**src/rtl/sdram_arbit_if.sv**
```systemverilog
// Engine <-> arbiter handshake bundle plus the SDRAM pin/debug outputs.
// master: engine/host side; slave: the arbiter.
interface sdram_arbit_if #(
  parameter int CMD_W = 18
);
  logic [CMD_W-1:0] init_cmd;
  logic [CMD_W-1:0] ref_cmd;
  logic [CMD_W-1:0] wr_cmd;
  logic [CMD_W-1:0] rd_cmd;
  logic init_end;
  logic ref_req;
  logic ref_end;
  logic ref_en;
  logic wr_req;
  logic wr_end;
  logic wr_en;
  logic rd_req;
  logic rd_end;
  logic rd_en;
  logic sdram_cke;
  logic sdram_cs_n;
  logic sdram_ras_n;
  logic sdram_cas_n;
  logic sdram_we_n;
  logic [1:0] sdram_ba;
  logic [11:0] sdram_addr;
  logic [2:0] arb_state;
  logic err_timeout;

  modport master (
    output init_cmd, init_end,
    output ref_req, ref_cmd, ref_end,
    output wr_req, wr_cmd, wr_end,
    output rd_req, rd_cmd, rd_end,
    input  ref_en, wr_en, rd_en,
    input  sdram_cke, sdram_cs_n,
    input  sdram_ras_n, sdram_cas_n,
    input  sdram_we_n, sdram_ba,
    input  sdram_addr, arb_state,
    input  err_timeout
  );

  modport slave (
    input  init_cmd, init_end,
    input  ref_req, ref_cmd, ref_end,
    input  wr_req, wr_cmd, wr_end,
    input  rd_req, rd_cmd, rd_end,
    output ref_en, wr_en, rd_en,
    output sdram_cke, sdram_cs_n,
    output sdram_ras_n, sdram_cas_n,
    output sdram_we_n, sdram_ba,
    output sdram_addr, arb_state,
    output err_timeout
  );
endinterface

```
**src/rtl/sdram_arbit.sv**
```systemverilog
// SDRAM command arbiter: grants init/refresh/write/read engines
// the command bus and drives the registered SDRAM pins.
module sdram_arbit #(
  parameter int               CMD_W   = 18,
  parameter logic [CMD_W-1:0] NOP_CMD = 18'h1c000,
  parameter int               TIMEOUT = 1023
) (
  input  logic          clk,
  input  logic          rst,
  sdram_arbit_if.slave  bus
);
  localparam int CW = $clog2(TIMEOUT + 1);

  typedef enum logic [2:0] {
    S_INIT  = 3'd0,
    S_ARBIT = 3'd1,
    S_AREF  = 3'd2,
    S_WRITE = 3'd3,
    S_READ  = 3'd4
  } state_t;

  state_t           state_q;
  logic [CW-1:0]    cnt_q;
  logic [CMD_W-1:0] pins_q;
  logic [CMD_W-1:0] pins_d;
  logic             err_q;
  logic             owner_end;

  always_comb begin
    pins_d    = NOP_CMD;
    owner_end = 1'b0;
    unique case (state_q)
      S_INIT:  pins_d = bus.init_cmd;
      S_AREF: begin
        pins_d    = bus.ref_cmd;
        owner_end = bus.ref_end;
      end
      S_WRITE: begin
        pins_d    = bus.wr_cmd;
        owner_end = bus.wr_end;
      end
      S_READ: begin
        pins_d    = bus.rd_cmd;
        owner_end = bus.rd_end;
      end
      default: pins_d = NOP_CMD;
    endcase
  end

  always_ff @(posedge clk) begin
    if (rst) begin
      state_q <= S_INIT;
      cnt_q   <= '0;
      pins_q  <= NOP_CMD;
      err_q   <= 1'b0;
    end else begin
      pins_q <= pins_d;
      unique case (state_q)
        S_INIT: begin
          if (bus.init_end) state_q <= S_ARBIT;
        end
        // ARBIT always precedes a grant, so the counter starts at 0
        S_ARBIT: begin
          cnt_q <= '0;
          if (bus.ref_req)     state_q <= S_AREF;
          else if (bus.wr_req) state_q <= S_WRITE;
          else if (bus.rd_req) state_q <= S_READ;
        end
        S_AREF, S_WRITE, S_READ: begin
          if (owner_end) begin
            state_q <= S_ARBIT;
          end else if (cnt_q == CW'(TIMEOUT - 1)) begin
            state_q <= S_ARBIT;
            err_q   <= 1'b1;
          end else begin
            cnt_q <= cnt_q + 1'b1;
          end
        end
        default: state_q <= S_INIT;
      endcase
    end
  end

  assign bus.ref_en      = (state_q == S_AREF);
  assign bus.wr_en       = (state_q == S_WRITE);
  assign bus.rd_en       = (state_q == S_READ);
  assign bus.arb_state   = state_q;
  assign bus.err_timeout = err_q;
  assign bus.sdram_cke   = 1'b1;
  assign bus.sdram_cs_n  = pins_q[17];
  assign bus.sdram_ras_n = pins_q[16];
  assign bus.sdram_cas_n = pins_q[15];
  assign bus.sdram_we_n  = pins_q[14];
  assign bus.sdram_ba    = pins_q[13:12];
  assign bus.sdram_addr  = pins_q[11:0];
endmodule

```
**src/flat_wrapper.sv**
```systemverilog
// flat-port wrapper written by rule: the top's interface ports become plain ports
module sdram_arbit_flat 
#(
  parameter int               CMD_W   = 18,
  parameter logic [CMD_W-1:0] NOP_CMD = 18'h1c000,
  parameter int               TIMEOUT = 1023
)
  (clk, rst, bus_init_cmd, bus_init_end, bus_ref_req, bus_ref_cmd, bus_ref_end, bus_wr_req, bus_wr_cmd, bus_wr_end, bus_rd_req, bus_rd_cmd, bus_rd_end, bus_ref_en, bus_wr_en, bus_rd_en, bus_sdram_cke, bus_sdram_cs_n, bus_sdram_ras_n, bus_sdram_cas_n, bus_sdram_we_n, bus_sdram_ba, bus_sdram_addr, bus_arb_state, bus_err_timeout);
  sdram_arbit_if #(.CMD_W(CMD_W)) bus_i ();
  input  logic clk;
  input  logic rst;
  input wire logic [$bits(bus_i.init_cmd)-1:0] bus_init_cmd;
  input wire logic [$bits(bus_i.init_end)-1:0] bus_init_end;
  input wire logic [$bits(bus_i.ref_req)-1:0] bus_ref_req;
  input wire logic [$bits(bus_i.ref_cmd)-1:0] bus_ref_cmd;
  input wire logic [$bits(bus_i.ref_end)-1:0] bus_ref_end;
  input wire logic [$bits(bus_i.wr_req)-1:0] bus_wr_req;
  input wire logic [$bits(bus_i.wr_cmd)-1:0] bus_wr_cmd;
  input wire logic [$bits(bus_i.wr_end)-1:0] bus_wr_end;
  input wire logic [$bits(bus_i.rd_req)-1:0] bus_rd_req;
  input wire logic [$bits(bus_i.rd_cmd)-1:0] bus_rd_cmd;
  input wire logic [$bits(bus_i.rd_end)-1:0] bus_rd_end;
  output wire logic [$bits(bus_i.ref_en)-1:0] bus_ref_en;
  output wire logic [$bits(bus_i.wr_en)-1:0] bus_wr_en;
  output wire logic [$bits(bus_i.rd_en)-1:0] bus_rd_en;
  output wire logic [$bits(bus_i.sdram_cke)-1:0] bus_sdram_cke;
  output wire logic [$bits(bus_i.sdram_cs_n)-1:0] bus_sdram_cs_n;
  output wire logic [$bits(bus_i.sdram_ras_n)-1:0] bus_sdram_ras_n;
  output wire logic [$bits(bus_i.sdram_cas_n)-1:0] bus_sdram_cas_n;
  output wire logic [$bits(bus_i.sdram_we_n)-1:0] bus_sdram_we_n;
  output wire logic [$bits(bus_i.sdram_ba)-1:0] bus_sdram_ba;
  output wire logic [$bits(bus_i.sdram_addr)-1:0] bus_sdram_addr;
  output wire logic [$bits(bus_i.arb_state)-1:0] bus_arb_state;
  output wire logic [$bits(bus_i.err_timeout)-1:0] bus_err_timeout;
  assign bus_i.init_cmd = bus_init_cmd;
  assign bus_i.init_end = bus_init_end;
  assign bus_i.ref_req = bus_ref_req;
  assign bus_i.ref_cmd = bus_ref_cmd;
  assign bus_i.ref_end = bus_ref_end;
  assign bus_i.wr_req = bus_wr_req;
  assign bus_i.wr_cmd = bus_wr_cmd;
  assign bus_i.wr_end = bus_wr_end;
  assign bus_i.rd_req = bus_rd_req;
  assign bus_i.rd_cmd = bus_rd_cmd;
  assign bus_i.rd_end = bus_rd_end;
  assign bus_ref_en = bus_i.ref_en;
  assign bus_wr_en = bus_i.wr_en;
  assign bus_rd_en = bus_i.rd_en;
  assign bus_sdram_cke = bus_i.sdram_cke;
  assign bus_sdram_cs_n = bus_i.sdram_cs_n;
  assign bus_sdram_ras_n = bus_i.sdram_ras_n;
  assign bus_sdram_cas_n = bus_i.sdram_cas_n;
  assign bus_sdram_we_n = bus_i.sdram_we_n;
  assign bus_sdram_ba = bus_i.sdram_ba;
  assign bus_sdram_addr = bus_i.sdram_addr;
  assign bus_arb_state = bus_i.arb_state;
  assign bus_err_timeout = bus_i.err_timeout;
  sdram_arbit #(.CMD_W(CMD_W), .NOP_CMD(NOP_CMD), .TIMEOUT(TIMEOUT)) u_core (.clk(clk), .rst(rst), .bus(bus_i));
endmodule
```
**config.mk**
```make
export PLATFORM = sky130hd
export DESIGN_NAME = sdram_arbit_flat
export DESIGN_NICKNAME = d
export VERILOG_FILES = /design/src/rtl/sdram_arbit_if.sv /design/src/rtl/sdram_arbit.sv /design/src/flat_wrapper.sv
export SDC_FILE = /design/constraint.sdc
export NUM_CORES = 1
export LEC_CHECK = 0
export CAP_MARGIN = 20
export CORE_MARGIN = 2
export CORE_UTILIZATION = 37
export DETAILED_ROUTE_END_ITERATION = 16
export HOLD_SLACK_MARGIN = 0.12
export PLACE_DENSITY = 0.77
export SYNTH_ARGS = -nofsm -noshare
export SYNTH_HDL_FRONTEND = slang
export SYNTH_SLANG_ARGS = --single-unit
```
**constraint.sdc**
```tcl
create_clock -name clk -period 1.8 [get_ports clk]
set_input_delay 0.18 -clock clk [delete_from_list [all_inputs] [get_ports clk]]
set_output_delay 0.18 -clock clk [all_outputs]
set_load 0.05 [all_outputs]
```
# == Yosys cells after proc, flatten, opt, wreduce, memory -nomap -nowiden ==
# Index checks and enable logic that the tools add are counted.
# word_totals
reg_bits,32
# classes
addsub,1
eq_ne,10
mux,12
bitwise_logic,1
reduce_logical,6
# op_table
op,n
$pmux W18 S4,1
$mux W10,2
$pmux W10 S2,1
$mux W3,6
$add A10 B1 Y10 const B,1
$eq A10 B10 Y1 const B,1
$pmux W3 S3,1
$reduce_and A3 Y1,3
$eq A3 B2 Y1 const B,2
$ne A2 B2 Y1 const B,3
$ne A4 B4 Y1 const B,1
$eq A3 B1 Y1 const B,1
$eq A3 B3 Y1 const B,1
$logic_not A3 Y1,1
$ne A3 B1 Y1 const B,1
$pmux W1 S3,1
$reduce_or A3 Y1,1
$reduce_bool A2 Y1,1
$not A1 Y1,1

# == Depth between registers and ports, before layout ==
# Gate-level depths: netlist of the first run.
# depth
ltp_word,4
depth_mapped,7

# == Least setup slack after synthesis of the first run ==
# OpenSTA, ideal clock, no wires.
# synth_timing
path_type,register to register
startpoint,"register u_core.state_q[2], in the netlist u_core.bus.arb_state[2]"
endpoint,register u_core.pins_q[8]
setup_ps,70
t_arrival_ps,2081
required_time_ps,1730
setup_slack_ps,-352
stages_incl_launch_ff,7
path_buffers,3
cell_sequence,dfxtp_1 buf_2 nor3b_1 buf_2 buf_2 a22oi_1 a21oi_1
# synth_via
elab_chain_cells,2
word_cells_on_any_way,5
classes_between,eq/ne: 3; mux: 1; reduce/logical: 1
# synth_rtl
element,line,rtl
"start, declared",sdram_arbit.sv:22,state_t state_q;
"start signal, assigned",sdram_arbit.sv:52,state_q <= S_INIT;
"start signal, assigned",sdram_arbit.sv:60,if (bus.init_end) state_q <= S_ARBIT;
"start signal, assigned",sdram_arbit.sv:65,if (bus.ref_req) state_q <= S_AREF;
$eq A3 B3 Y1,n/a,
net bus_rd_en,flat_wrapper.sv:25,output wire logic [$bits(bus_i.rd_en)-1:0] bus_rd_en;
$pmux W18 S4,sdram_arbit.sv:32,unique case (state_q)
"end signal, assigned",sdram_arbit.sv:57,pins_q <= pins_d;
"end, declared",sdram_arbit.sv:24,logic [CMD_W-1:0] pins_q;
# The timed path passes the listed nets, and every way through them passes these cells.
# A chain may end at the register's enable or synchronous reset.

# == Worst setup path in the final report of the first run ==
# layout_timing
startpoint,"register u_core.state_q[0], in the netlist u_core.bus.arb_state[0]"
endpoint,register u_core.cnt_q[1]
# layout_via
elab_chain_cells,4
word_cells_on_any_way,11
classes_between,eq/ne: 6; mux: 2; reduce/logical: 3
# layout_rtl
element,line,rtl
$eq A3 B3 Y1 or $eq A3 B2 Y1 (tied branches),"sdram_arbit.sv:32, sdram_arbit.sv:58",
$pmux W1 S3 or $reduce_or A3 Y1 (tied branches),"sdram_arbit.sv:32, sdram_arbit.sv:58",
$ne A2 B2 Y1 (no source line) or $reduce_bool A2 Y1 (tied branches),n/a,
$reduce_and A3 Y1 (no source line),n/a,
"end signal, assigned",sdram_arbit.sv:76,cnt_q <= cnt_q + 1'b1;
"end, declared",sdram_arbit.sv:23,logic [CW-1:0] cnt_q;
# Parallel ways exist; a longest one is shown, timed or not.

==> flow_summary.toml, run 1 <==
[worst_setup_path]
crit_family = "simple AND/OR/NAND/NOR gates"
crit_cells = 5
critPathCapture = "u_core.cnt_q[1]"
path_class = "register to register"
worstPathRequired_ns = 2.02
crit_fanout = 8
setup.worst_path.start = "u_core.bus.arb_state[0]"
path_buf_inv = 1
ff2ff_path_depth = 5
cp-end-kind = "register"
r2r-start = "u_core.bus.arb_state[0]"
path_cells = "nor3b_2, nor4_1, buf_4, or4_1, a21oi_1"
startpoint_type = "register"
critPathMaxStageDelay_ns = 0.46
cp.arrival_ns = 1.95
reg2reg_slack_ns = 0.07
r2r_end = "u_core.cnt_q[1]"
crit_slowest_cell = "or4_1"

[clock_network]
worstSkewPairLatency_ns = 0.29
cts_buffers = 5
htreeDepth = 2
path_clk_slew_ns = 0.07
clk_path_buf_depth = 2
cts_tree = "done"
postCtsHoldBufs = 0
cts_sinks = 32
cts_root_buffer = "clkbuf_8"

[global_routing]
grt_usage_pct = 24.3
grt_overflow = 0
grt_util_met2_pct = 37.8
grt_pass1_vias = 2048
top_usage_layer = "met2"
grt_use_met1_pct = 31.3
grt_max_degree = 20
grt_pass1_wl_microns = 9890
use_met3_pct = 9.31
antenna_found_initial = 0

[pwr]
power.share.clock_pct = 16.8
ir_worst_vdd_uv = 594
total_leakage_power_nw = 1.09
switchingPower_mw = 1.68
seq_power_share_pct = 25.1
powerDensity_mw_per_mm2 = 1240
pwr-share-comb_pct = 58.2
swShare_pct = 44.5
p_int_mw = 2.10

[drt]
drcViolationCount = 0
routed_wirelength_microns = 5990
num_vias = 2046
initialDrtViolationCount = 188
post_drt_via_cell_ratio = 5.57
wl_per_cell_microns = 16.3
dr.pass1.iters = 5
ant_nets = 0

[placed_design]
pre_cts_ws_ns = -0.0782
hpwl_microns = 4660
gp_congestion = 0.854
io_buffers = 105

[timing]
setup_ws_ns = 0.0717
fin_crit_sh_pct = 96.0
setup_viol = 0
fmax_ghz = 0.579
hold_viol = 0
maxSlewViolCount = 0
rsz0062_at_grt = "yes"
worst_pin_slew_ns = 0.537
relSlewSlack_pct = 64.1
fin_skew_ns = 0.00971
finalCriticalPeriod_ns = 1.73
worst_hold_slack_ns = 0.484

[floorplanning]
die_x_microns = 71.9
coreArea_sq_mm = 0.00438
io-pin-count = 107
fp.dieArea_sq_mm = 0.00517
fp-row-count = 24
dieHeight_microns = 71.9
initial_core_util_pct = 38.9

[synth]
synth.distinct_cells = 44
synth_area_per_cell_sq_um = 8.62
netlist_instances = 198
synth_top_cell_area_share_pct = 37.5
yosys_register_bits = 32
synth_area_leader_cell = "dfxtp_1"
synth_area_leaders = "dfxtp_1 38%, a22oi_1 15%, a21oi_1 6.2%"
synth_seq_area_share_pct = 37.5
syn-cell-area_sq_mm = 0.00171
synth_warnings = 0
synth_fp_nets = 281

[finish]
fill_cells = 356
final_cell_mix = "98 x clkdlybuf4s50_1, 33 x a22oi_1, 29 x dfxtp_1"
areaGrowthSynthToFinish_pct = 78.9
drive_gt1_share_pct = 14.9
layout_commonest_cell = "clkdlybuf4s50_1"
nets = 397
num_antenna_cells = 0

[worst_hold_path]
hp-class = "register to register"

[outcome]
outcome = "complete, no violations"

[flow_run]
cap_violations = 0
## cells by family (layout without fill, tap and decap cells)
kind of cell,Yosys count,after routing,synth area share (%)
buffers and inverters,21,138,5.35
other,1,1,0.220
AOI/OAI and AO/OA,82,82,33.2
muxes,3,3,1.83
DFF,32,32,37.5
and+or+nand+nor,57,57,20.4
adders and majority gates,2,2,1.47
## flip-flops by register name (all words and copies together), names as in the netlist
name and flops:
u_core.cnt_q 10, u_core.bus.arb_state 3, u_core.pins_q 18, u_core.bus.err_timeout 1
## power groups by stage
stage	Clock (mW)	Sequential [mW]	Combinational, mW
6_report	0.635	0.949	2.20
5_1_grt	0.681	0.970	2.35
4_1_cts	0.640	0.952	2.19
3_5_place_dp	0	0.967	2.17
3_3_place_gp	0	0.960	2.17
2_1_floorplan	0	1.49	0.796
## metal layers
layer	vias to the layer above	part of all wire [%]
li1	1007	-
met1	944	40
met2	86	48
met3	9	10
met4	0	1.5
met5	-	0
## layout make-up
type	instances	area, sq um	area share, %
timing repair buffer	124	1230	40.2
multi-input combinational	145	990	32.4
sequential	32	647	21.2
clock buffer	7	97.6	3.20
tap	52	65.1	2.13
inverter	6	22.5	0.738
clock inverter	1	5.00	0.164
## synth_stat cells, drive strengths merged
library cell,number
a21oi,21
nor3,5
and4,1
o32ai,2
inv,6
nor3b,3
or4,4
conb,1
o211ai,2
nand2,7
a211oi,3
ha,2
a221oi,3
mux2,1
nor4,2
nor2,9
mux2i,2
a311oi,1
nor2b,5
a22oi,33
o41ai,1
a32o,2
nand3,5
or2,1
a31oi,1
o21ai,5
buf,8
o221ai,1
a311o,1
nor4b,2
nand2b,3
nand4,6
o31ai,3
or3,4
dfxtp,32
a21boi,2
o21bai,1
clkbuf,7
## metrics by stage
step	util, %	TNS [ns]	instances	cell area (sq um)	total power [mW]
floorplan	-	0	198	1720	2.28
global placement	66.8	-0.0399	359	2930	3.13
detailed placement	66.8	-0.248	359	2930	3.14
CTS	69.1	0	367	3030	3.78
global route	69.6	-0.00614	367	3050	4.00
finish	69.6	0	367	3050	3.79
## worst min-delay path: stages, from the launching register on
cell and delay, ns:
dfxtp_1 0.33, a21oi_1 0.04, nor2_1 0.07
## timing repair
| action | in CTS | in global routing |
|---|---|---|
| endpoints found under the hold margin | 0 | 0 |
| endpoints found under the setup margin | 1 | 6 |
| cloned | 0 | 0 |
| setup buffers | 0 | 0 |
| resized for setup | 1 | 5 |
| pin swaps | 0 | 0 |
## how the worst min path moves through the flow
stage | cells after the start | from | end | slack [ns]
3_5_place_dp | 2 | u_core.bus.err_timeout | u_core.bus.err_timeout | 0.48
4_1_cts | 3 | bus_ref_cmd[16] | u_core.pins_q[16] | 0.49
2_1_floorplan | 2 | bus_ref_cmd[14] | u_core.pins_q[14] | 0.31
5_1_grt | 3 | bus_init_cmd[14] | u_core.pins_q[14] | 0.51
6_report | 2 | u_core.bus.err_timeout | u_core.bus.err_timeout | 0.48
3_3_place_gp | 2 | u_core.bus.err_timeout | u_core.bus.err_timeout | 0.45
No activity file was read; power rests on OpenSTA's default activity.
==> run 2, diff against run 1 <==
--- a/config.mk
+++ b/config.mk
@@ -9,6 +9,7 @@
 export CORE_MARGIN = 2
 export CORE_UTILIZATION = 37
 export DETAILED_ROUTE_END_ITERATION = 16
+export GPL_ROUTABILITY_DRIVEN = 0
 export HOLD_SLACK_MARGIN = 0.12
 export PLACE_DENSITY = 0.77
 export SYNTH_ARGS = -nofsm -noshare
==> results of run 2 <==
No change in the layout: final DEF, timing and power equal those of run 1.
